$ cat config.mk
export PLATFORM = sky130hd
export DESIGN_NAME = pll_phase_ctrl_flat
export DESIGN_NICKNAME = d
export VERILOG_FILES = /design/src/rtl/pll_phase_ctrl_pkg.sv /design/src/rtl/pll_phase_ctrl_if.sv /design/src/rtl/pll_phase_ctrl_lock_sync_stable.sv /design/src/rtl/pll_phase_ctrl.sv /design/src/flat_wrapper.sv
export SDC_FILE = /design/constraint.sdc
export NUM_CORES = 1
export LEC_CHECK = 0
export ABC_AREA = 1
export BUFFER_PORTS_ARGS = -buffer_cell sky130_fd_sc_hd__buf_2
export CORE_AREA = 4 4 131 83
export CTS_CLUSTER_SIZE = 14
export DETAILED_ROUTE_END_ITERATION = 7
export DIE_AREA = 0 0 135 87
export SLEW_MARGIN = 20
export SYNTH_ARGS = -nofsm -noshare
export SYNTH_HDL_FRONTEND = slang
export SYNTH_SLANG_ARGS = --single-unit
$ cat constraint.sdc
create_clock -name clkin -period 2.2 [get_ports clkin]
set_input_delay 0.33 -clock clkin [delete_from_list [all_inputs] [get_ports clkin]]
set_output_delay 0.33 -clock clkin [all_outputs]
set_load 0.01 [all_outputs]
$ cat src/rtl/pll_phase_ctrl_pkg.sv
// Shared types for the PLL phase sequencer: FSM state encoding and the
// PHASESEL codes of the four EHXPLLL outputs.
package pll_phase_ctrl_pkg;

  typedef enum logic [2:0] {
    ST_LOCKWAIT = 3'd0,
    ST_IDLE     = 3'd1,
    ST_SETUP    = 3'd2,
    ST_STEP_LO  = 3'd3,
    ST_STEP_HI  = 3'd4,
    ST_RELOCK   = 3'd5,
    ST_DONE     = 3'd6
  } state_t;

  localparam logic [1:0] SEL_CLKOP  = 2'd0;
  localparam logic [1:0] SEL_CLKOS  = 2'd1;
  localparam logic [1:0] SEL_CLKOS2 = 2'd2;
  localparam logic [1:0] SEL_CLKOS3 = 2'd3;

endpackage

$ cat src/rtl/pll_phase_ctrl_if.sv
// Phase-shift request channel: valid/ready plus output select, direction
// and step count.
interface pll_phase_ctrl_if;
  logic       req_valid;
  logic       req_ready;
  logic [1:0] req_sel;
  logic       req_dir;
  logic [7:0] req_steps;

  modport master (output req_valid, output req_sel, output req_dir,
                  output req_steps, input req_ready);
  modport slave  (input req_valid, input req_sel, input req_dir,
                  input req_steps, output req_ready);
endinterface

$ cat src/rtl/pll_phase_ctrl_lock_sync_stable.sv
// Two-flop synchroniser for PLL LOCK followed by a saturating counter that
// reports when the lock has been held for LOCK_STABLE consecutive cycles.
module lock_sync_stable #(
  parameter int LOCK_STABLE = 1024,
  parameter int CNT_W       = 16
) (
  input  logic clkin,
  input  logic resetn,
  input  logic pll_locked,
  input  logic clear,
  output logic lk,
  output logic stable
);

  localparam logic [CNT_W-1:0] ZERO    = {CNT_W{1'b0}};
  localparam logic [CNT_W-1:0] ONE     = CNT_W'(1);
  localparam logic [CNT_W-1:0] SAT_VAL = CNT_W'(LOCK_STABLE);

  logic             sync1_r;
  logic             sync2_r;
  logic [CNT_W-1:0] cnt_r;

  // bring the asynchronous LOCK into the clkin domain
  always_ff @(posedge clkin or negedge resetn) begin
    if (!resetn) begin
      sync1_r <= 1'b0;
      sync2_r <= 1'b0;
    end else begin
      sync1_r <= pll_locked;
      sync2_r <= sync1_r;
    end
  end

  // count consecutive locked cycles, saturating once stable
  always_ff @(posedge clkin or negedge resetn) begin
    if (!resetn) begin
      cnt_r <= ZERO;
    end else if (clear || !sync2_r) begin
      cnt_r <= ZERO;
    end else if (cnt_r != SAT_VAL) begin
      cnt_r <= cnt_r + ONE;
    end else begin
      cnt_r <= cnt_r;
    end
  end

  assign lk     = sync2_r;
  assign stable = (cnt_r == SAT_VAL);

endmodule

$ cat src/rtl/pll_phase_ctrl.sv
// ECP5 EHXPLLL dynamic-phase sequencer: gates system reset on a stable lock,
// then issues timed PHASESTEP pulses per request and waits for relock.
module pll_phase_ctrl
  import pll_phase_ctrl_pkg::*;
#(
  parameter int STEP_LOW     = 4,
  parameter int STEP_GAP     = 4,
  parameter int SETUP        = 2,
  parameter int LOCK_STABLE  = 1024,
  parameter int LOCK_TIMEOUT = 65535,
  parameter int CNT_W        = 16
) (
  input  logic              clkin,
  input  logic              resetn,
  input  logic              pll_locked,
  pll_phase_ctrl_if.slave   req,
  output logic              done,
  output logic              err,
  output logic              busy,
  output logic [1:0]        phasesel,
  output logic              phasedir,
  output logic              phasestep,
  output logic              phaseloadreg,
  output logic              sys_resetn
);

  localparam logic [CNT_W-1:0] ZERO      = {CNT_W{1'b0}};
  localparam logic [CNT_W-1:0] ONE       = CNT_W'(1);
  localparam logic [CNT_W-1:0] SETUP_END = CNT_W'(SETUP - 1);
  localparam logic [CNT_W-1:0] LO_END    = CNT_W'(STEP_LOW - 1);
  localparam logic [CNT_W-1:0] HI_END    = CNT_W'(STEP_GAP - 1);
  localparam logic [CNT_W-1:0] TO_END    = CNT_W'(LOCK_TIMEOUT - 1);

  state_t           state_r, next_state_s;
  logic [CNT_W-1:0] cnt_r, tcnt_r;
  logic [7:0]       steps_r;
  logic [1:0]       phasesel_r;
  logic             phasedir_r, phasestep_r, ready_r, busy_r, done_r, err_r, sys_resetn_r;
  logic             ready_s, busy_s, done_s, err_s, sys_resetn_s, phasestep_s;
  logic             lk_s, stable_s, clear_s, accept_s;

  // stable counter restarts on RELOCK entry so relock is measured afresh
  assign clear_s  = (next_state_s == ST_RELOCK) && (state_r != ST_RELOCK);
  assign accept_s = (state_r == ST_IDLE) && lk_s && req.req_valid;

  lock_sync_stable #(.LOCK_STABLE(LOCK_STABLE), .CNT_W(CNT_W)) u_lock (
    .clkin      (clkin),
    .resetn     (resetn),
    .pll_locked (pll_locked),
    .clear      (clear_s),
    .lk         (lk_s),
    .stable     (stable_s)
  );

  // state, counters, latched request and registered outputs
  always_ff @(posedge clkin or negedge resetn) begin
    if (!resetn) begin
      state_r      <= ST_LOCKWAIT;
      cnt_r        <= ZERO;
      tcnt_r       <= ZERO;
      steps_r      <= 8'd0;
      phasesel_r   <= SEL_CLKOP;
      phasedir_r   <= 1'b1;
      phasestep_r  <= 1'b1;
      ready_r      <= 1'b0;
      busy_r       <= 1'b1;
      done_r       <= 1'b0;
      err_r        <= 1'b0;
      sys_resetn_r <= 1'b0;
    end else begin
      state_r <= next_state_s;
      cnt_r   <= (next_state_s == state_r) ? cnt_r + ONE : ZERO;
      tcnt_r  <= (state_r == ST_RELOCK) ? tcnt_r + ONE : ZERO;
      if (accept_s) begin
        steps_r    <= req.req_steps;
        phasesel_r <= req.req_sel;
        phasedir_r <= req.req_dir;
      end else if ((state_r == ST_STEP_HI) && (cnt_r == HI_END)) begin
        steps_r <= steps_r - 8'd1;
      end
      phasestep_r  <= phasestep_s;
      ready_r      <= ready_s;
      busy_r       <= busy_s;
      done_r       <= done_s;
      err_r        <= err_s;
      sys_resetn_r <= sys_resetn_s;
    end
  end

  // next-state logic
  always_comb begin
    next_state_s = state_r;
    case (state_r)
      ST_LOCKWAIT: next_state_s = stable_s ? ST_IDLE : ST_LOCKWAIT;
      ST_IDLE: begin
        if (!lk_s) begin
          next_state_s = ST_LOCKWAIT;
        end else if (req.req_valid) begin
          next_state_s = (req.req_steps == 8'd0) ? ST_RELOCK : ST_SETUP;
        end else begin
          next_state_s = ST_IDLE;
        end
      end
      ST_SETUP:   next_state_s = (cnt_r == SETUP_END) ? ST_STEP_LO : ST_SETUP;
      ST_STEP_LO: next_state_s = (cnt_r == LO_END) ? ST_STEP_HI : ST_STEP_LO;
      ST_STEP_HI: begin
        if (cnt_r != HI_END) begin
          next_state_s = ST_STEP_HI;
        end else if (steps_r == 8'd1) begin
          next_state_s = ST_RELOCK;
        end else begin
          next_state_s = ST_STEP_LO;
        end
      end
      ST_RELOCK: begin
        if (stable_s) begin
          next_state_s = ST_DONE;
        end else if (tcnt_r == TO_END) begin
          next_state_s = ST_LOCKWAIT;
        end else begin
          next_state_s = ST_RELOCK;
        end
      end
      ST_DONE: next_state_s = ST_IDLE;
      default: next_state_s = ST_LOCKWAIT;
    endcase
  end

  // outputs decoded from the upcoming state so they register in step with it
  always_comb begin
    ready_s      = (next_state_s == ST_IDLE);
    busy_s       = (next_state_s != ST_IDLE);
    done_s       = (next_state_s == ST_DONE);
    err_s        = (state_r == ST_RELOCK) && (next_state_s == ST_LOCKWAIT);
    sys_resetn_s = (next_state_s != ST_LOCKWAIT);
    phasestep_s  = (next_state_s != ST_STEP_LO);
  end

  assign req.req_ready  = ready_r;
  assign busy           = busy_r;
  assign done           = done_r;
  assign err            = err_r;
  assign sys_resetn     = sys_resetn_r;
  assign phasestep      = phasestep_r;
  assign phasesel       = phasesel_r;
  assign phasedir       = phasedir_r;
  assign phaseloadreg   = 1'b1;

endmodule

$ cat src/flat_wrapper.sv
// flat-port wrapper written by rule: the top's interface ports become plain ports
module pll_phase_ctrl_flat import pll_phase_ctrl_pkg::*;
#(
  parameter int STEP_LOW     = 4,
  parameter int STEP_GAP     = 4,
  parameter int SETUP        = 2,
  parameter int LOCK_STABLE  = 1024,
  parameter int LOCK_TIMEOUT = 65535,
  parameter int CNT_W        = 16
)
  (clkin, resetn, pll_locked, done, err, busy, phasesel, phasedir, phasestep, phaseloadreg, sys_resetn, req_req_valid, req_req_sel, req_req_dir, req_req_steps, req_req_ready);
  pll_phase_ctrl_if req_i ();
  input  logic clkin;
  input  logic resetn;
  input  logic pll_locked;
  output logic done;
  output logic err;
  output logic busy;
  output logic [1:0] phasesel;
  output logic phasedir;
  output logic phasestep;
  output logic phaseloadreg;
  output logic sys_resetn;
  input wire logic [$bits(req_i.req_valid)-1:0] req_req_valid;
  input wire logic [$bits(req_i.req_sel)-1:0] req_req_sel;
  input wire logic [$bits(req_i.req_dir)-1:0] req_req_dir;
  input wire logic [$bits(req_i.req_steps)-1:0] req_req_steps;
  output wire logic [$bits(req_i.req_ready)-1:0] req_req_ready;
  assign req_i.req_valid = req_req_valid;
  assign req_i.req_sel = req_req_sel;
  assign req_i.req_dir = req_req_dir;
  assign req_i.req_steps = req_req_steps;
  assign req_req_ready = req_i.req_ready;
  pll_phase_ctrl #(.STEP_LOW(STEP_LOW), .STEP_GAP(STEP_GAP), .SETUP(SETUP), .LOCK_STABLE(LOCK_STABLE), .LOCK_TIMEOUT(LOCK_TIMEOUT), .CNT_W(CNT_W)) u_core (.clkin(clkin), .resetn(resetn), .pll_locked(pll_locked), .req(req_i), .done(done), .err(err), .busy(busy), .phasesel(phasesel), .phasedir(phasedir), .phasestep(phasestep), .phaseloadreg(phaseloadreg), .sys_resetn(sys_resetn));
endmodule
==> summary.md <==
| Metric | Value |
|---|---|
| Filler cell count | 950 |
| Crit path time final | 1950 ps |
| Setup Skew | ~5.7 ps |
| HPWL Detailed | between 5000 and 6000 µm |
| Crit-path max cell delay | about 380 ps |
| Number of H-tree levels | 3 |
| Area of the multi-input gates | between 1500 and 2000 µm² |
| Pleak | roughly 2.0 nW |
| Site row count | 28 |
| Mean post-synth cell area | approximately 8 µm² |
| GRT Overall Usage | about 15% |
| Starting DRT DRC Count | ~160 |
| Clock root buffer | clkbuf_16 |
| Ys flop type | dfrtp_1 |
| Crit path DAT | approximately 2200 ps |
| # diodes | 0 |
| MaxCap Viol Count | 0 |
| Die W | between 100 and 150 µm |
| Syn_nets | ~500 |
| Core area | around 9600 µm² |
| Total Power Consumption | between 2 and 3 mW |
| Pwr dens | a little over 600 nW/µm² |
| Slew Limit Fails | 0 |
| Switch Pwr | approximately 600 µW |
| Seq. cell area | 1760 µm² |
| Final setup margin | between 200 and 300 ps |
| TritonCTS clock tree | done |
| Distinct cells, synth | 40 |
| Via density | between 4 and 5 |
| Critical path's slowest cell | dfrtp_1 |
| Pre-Repair DR Iteration Count | 4 |
| Largest cells by area after synthesis | dfrtp_1 44%, nand2_1 9.6%, nor2_1 8.8% |
| Cts bufs inserted | 9 |
| Register share of total power | 47.1% |
| Fmax | about 500 MHz |
| Commonest cells after routing, fill and taps aside | 97 x nand2_1, 89 x nor2_1, 67 x dfrtp_1, 54 x inv_1, 24 x nand3_1 |
| Combinational power share | 3.0% |
| Measured slew at the worst slew-check pin | roughly 600 ps |
| Top cell by count, worst path | nand2_1 |
| Peak VDD IR | around 380 µV |
| Antenna violations before repair | 0 |
| Post-CTS Setup Inserts | 0 |
| Synth Instances | approximately 480 |
| CP Capture Type | flip-flop |
| Drt total wl | between 7000 and 8000 µm |
| Async SR Flop Fraction | 100% |
| Slew headroom | 59.9% |
| Cell area after layout | 4430 µm² |
| Worst-Skew Late Latency | around 340 ps |
| Crit-path cells | inv_1, ha_1, nand2_1, nor2_1, nand2_1, nand2_1, nor2_2, nor2_4, nand2_4, nand2_2, nand3_4, buf_12, nor2_1 |
| Critical Path RT | about 2500 ps |
| Largest net degree at the start of global routing | 33 |
| Port Buffers | 23 |
| Failing checks | hold timing |
| Synthesized flop and latch total | 70 |
| Final Cycle Share | 88.6% |
| Effective utilization at floorplan | 39.5% |
| Sw frac | between 20% and 30% |
| Most common cell after layout, fill and taps aside | nand2_1 |
| Yosys top cell by area | dfrtp_1 |
| Clock Pin Slew Worst Setup and Hold Paths | 50 ps |
| WS Path Type | reg -> reg |
| Cell Area, Placed | 4100 µm² |
| Die ar. | about 12000 µm² |
| Final layout net count | between 500 and 600 |
| WL/cell | 12.1 µm |
| Clock Sinks | 70 |
| EDFF count, synth | 0 |
| Layout area overhead | 16.4% |
| Number of global-route vias before repair | between 2000 and 3000 |
| Placer Congestion | ~0.93 |
| Worst path buffer plus inverter count | 2 |
| CP Max Fanout | 16 |
| Final Hold Fails | 1 |
| Status | finished, violations left |
| Sum Neg Setup Slack | 0 ps |
| Final setup violation count | 0 |
| Grt total ovfl | 0 |
| Cell-internal power | 2.17 mW |
| Clock Path Buffers | 2 |
| Delay-heaviest family, CP | simple AND/OR/NAND/NOR gates |
| WHS | -0.143 ps |
| Worst Setup Start Kind | flip-flop |
| Ys Warns | 0 |
| Antenna viol nets, final | 0 |
| # IOs | 25 |
| Synthesized area | ~3800 µm² |
| Clock Power Share | approximately half |
| Vias | ~3000 |
| CTS Hold Buffers Added | 0 |
| Die height | 87 µm |
| Worst Hold Class | in -> async |
| DP Worst Slack | about 160 ps |
| Remaining DRCs | 0 |
| Synth top area share | roughly 44% |
| First-pass GRT wire length | ~14000 µm |
| Seq/Total Area, Yosys | 46.1% |
| Post-CTS sizing | 0 |
| Layout cells sized above 1 | 16.0% |
==> cells by family after synthesis <==
family / Yosys count / share of synthesized area, %
other cells: 1 / 0.0986
xor+xnor: 25 / 5.75
compound gates: 35 / 5.92
flops: 70 / 46.1
simple gates: 270 / 32.2
fa+ha+maj: 8 / 2.63
buf+inv: 69 / 7.27
==> through the flow <==
stage | utilization, % | cells
2_1_floorplan | - | 478
5_1_grt | 46.0 | 653
3_3_place_gp | 42.6 | 635
4_1_cts | 45.6 | 651
3_5_place_dp | 42.6 | 635
6_report | 46.0 | 653
==> cell usage after synthesis, types with 8 or more instances <==
master    n
nand2_1  97
nand4_1   8
dfrtp_1  67
inv_1    54
a21oi_1   9
nor3_1   17
xor2_1   18
nor2_1   89
ha_1      8
nand3_1  24
o21ai_0  11
nor2_2   13
==> power groups by stage <==
stage                     clock, mW  combinational [mW]  sequential [mW]
after floorplan                   0              0.0294             1.32
after global placement            0              0.0794             1.32
after detailed placement          0              0.0810             1.32
after CTS                      1.42              0.0814             1.30
after global routing           1.47              0.0982             1.30
final                          1.38              0.0827             1.30
==> state kept, by name (all words and copies together), names as in the netlist <==
| name | count |
|---|---|
| u_core.busy | 1 |
| u_core.cnt_r | 16 |
| u_core.done | 1 |
| u_core.err | 1 |
| u_core.phasedir | 1 |
| u_core.phasesel | 2 |
| u_core.phasestep | 1 |
| u_core.req.req_ready | 1 |
| u_core.state_r | 3 |
| u_core.steps_r | 8 |
| u_core.sys_resetn | 1 |
| u_core.tcnt_r | 16 |
| u_core.u_lock.cnt_r | 16 |
| u_core.u_lock.lk | 1 |
| u_core.u_lock.sync1_r | 1 |
==> worst paths after layout <==
| check | from | to | slack [ps] | cells after the start |
|---|---|---|---|---|
| max | u_core.u_lock.cnt_r[0] | u_core.cnt_r[14] | 250 | 13 |
| min | resetn | u_core.tcnt_r[7] | -0.1 | 1 |
| max reg2reg | u_core.u_lock.cnt_r[0] | u_core.cnt_r[14] | 250 | 13 |
| min reg2reg | u_core.u_lock.sync1_r | u_core.u_lock.lk | 380 | 0 |
| max in group asynchronous | resetn | u_core.steps_r[4] | 1550 | 2 |
| min in group clkin | pll_locked | u_core.u_lock.sync1_r | 100 | 1 |
==> worst register-to-register path, delay by kind of cell (launching register included) <==
| kind | cells | cell delay [ps] |
|---|---|---|
| buffers and inverters | 2 | 290 |
| adder cells (fa/ha/maj) | 1 | 160 |
| AND/OR/NAND/NOR | 10 | 1040 |
| flip-flops | 1 | 380 |
==> per-layer routing <==
metal	share of wire (%)	track usage (%)	up-vias
met2	38	21.0	60
li1	-	-	1581
met4	1.5	4.94	0
met3	5.4	5.31	11
met5	0	0	-
met1	55	22.4	1396
==> area by class of cell <==
cell class | count | share of cell area (%)
clock buffer | 12 | 6.02
clock inverter | 4 | 0.452
inverter | 62 | 5.28
multi-input combinational | 339 | 40.0
sequential | 70 | 39.6
tap | 135 | 3.81
timing repair buffer | 31 | 4.80
Note: power is estimated with default switching activity, not from simulation.
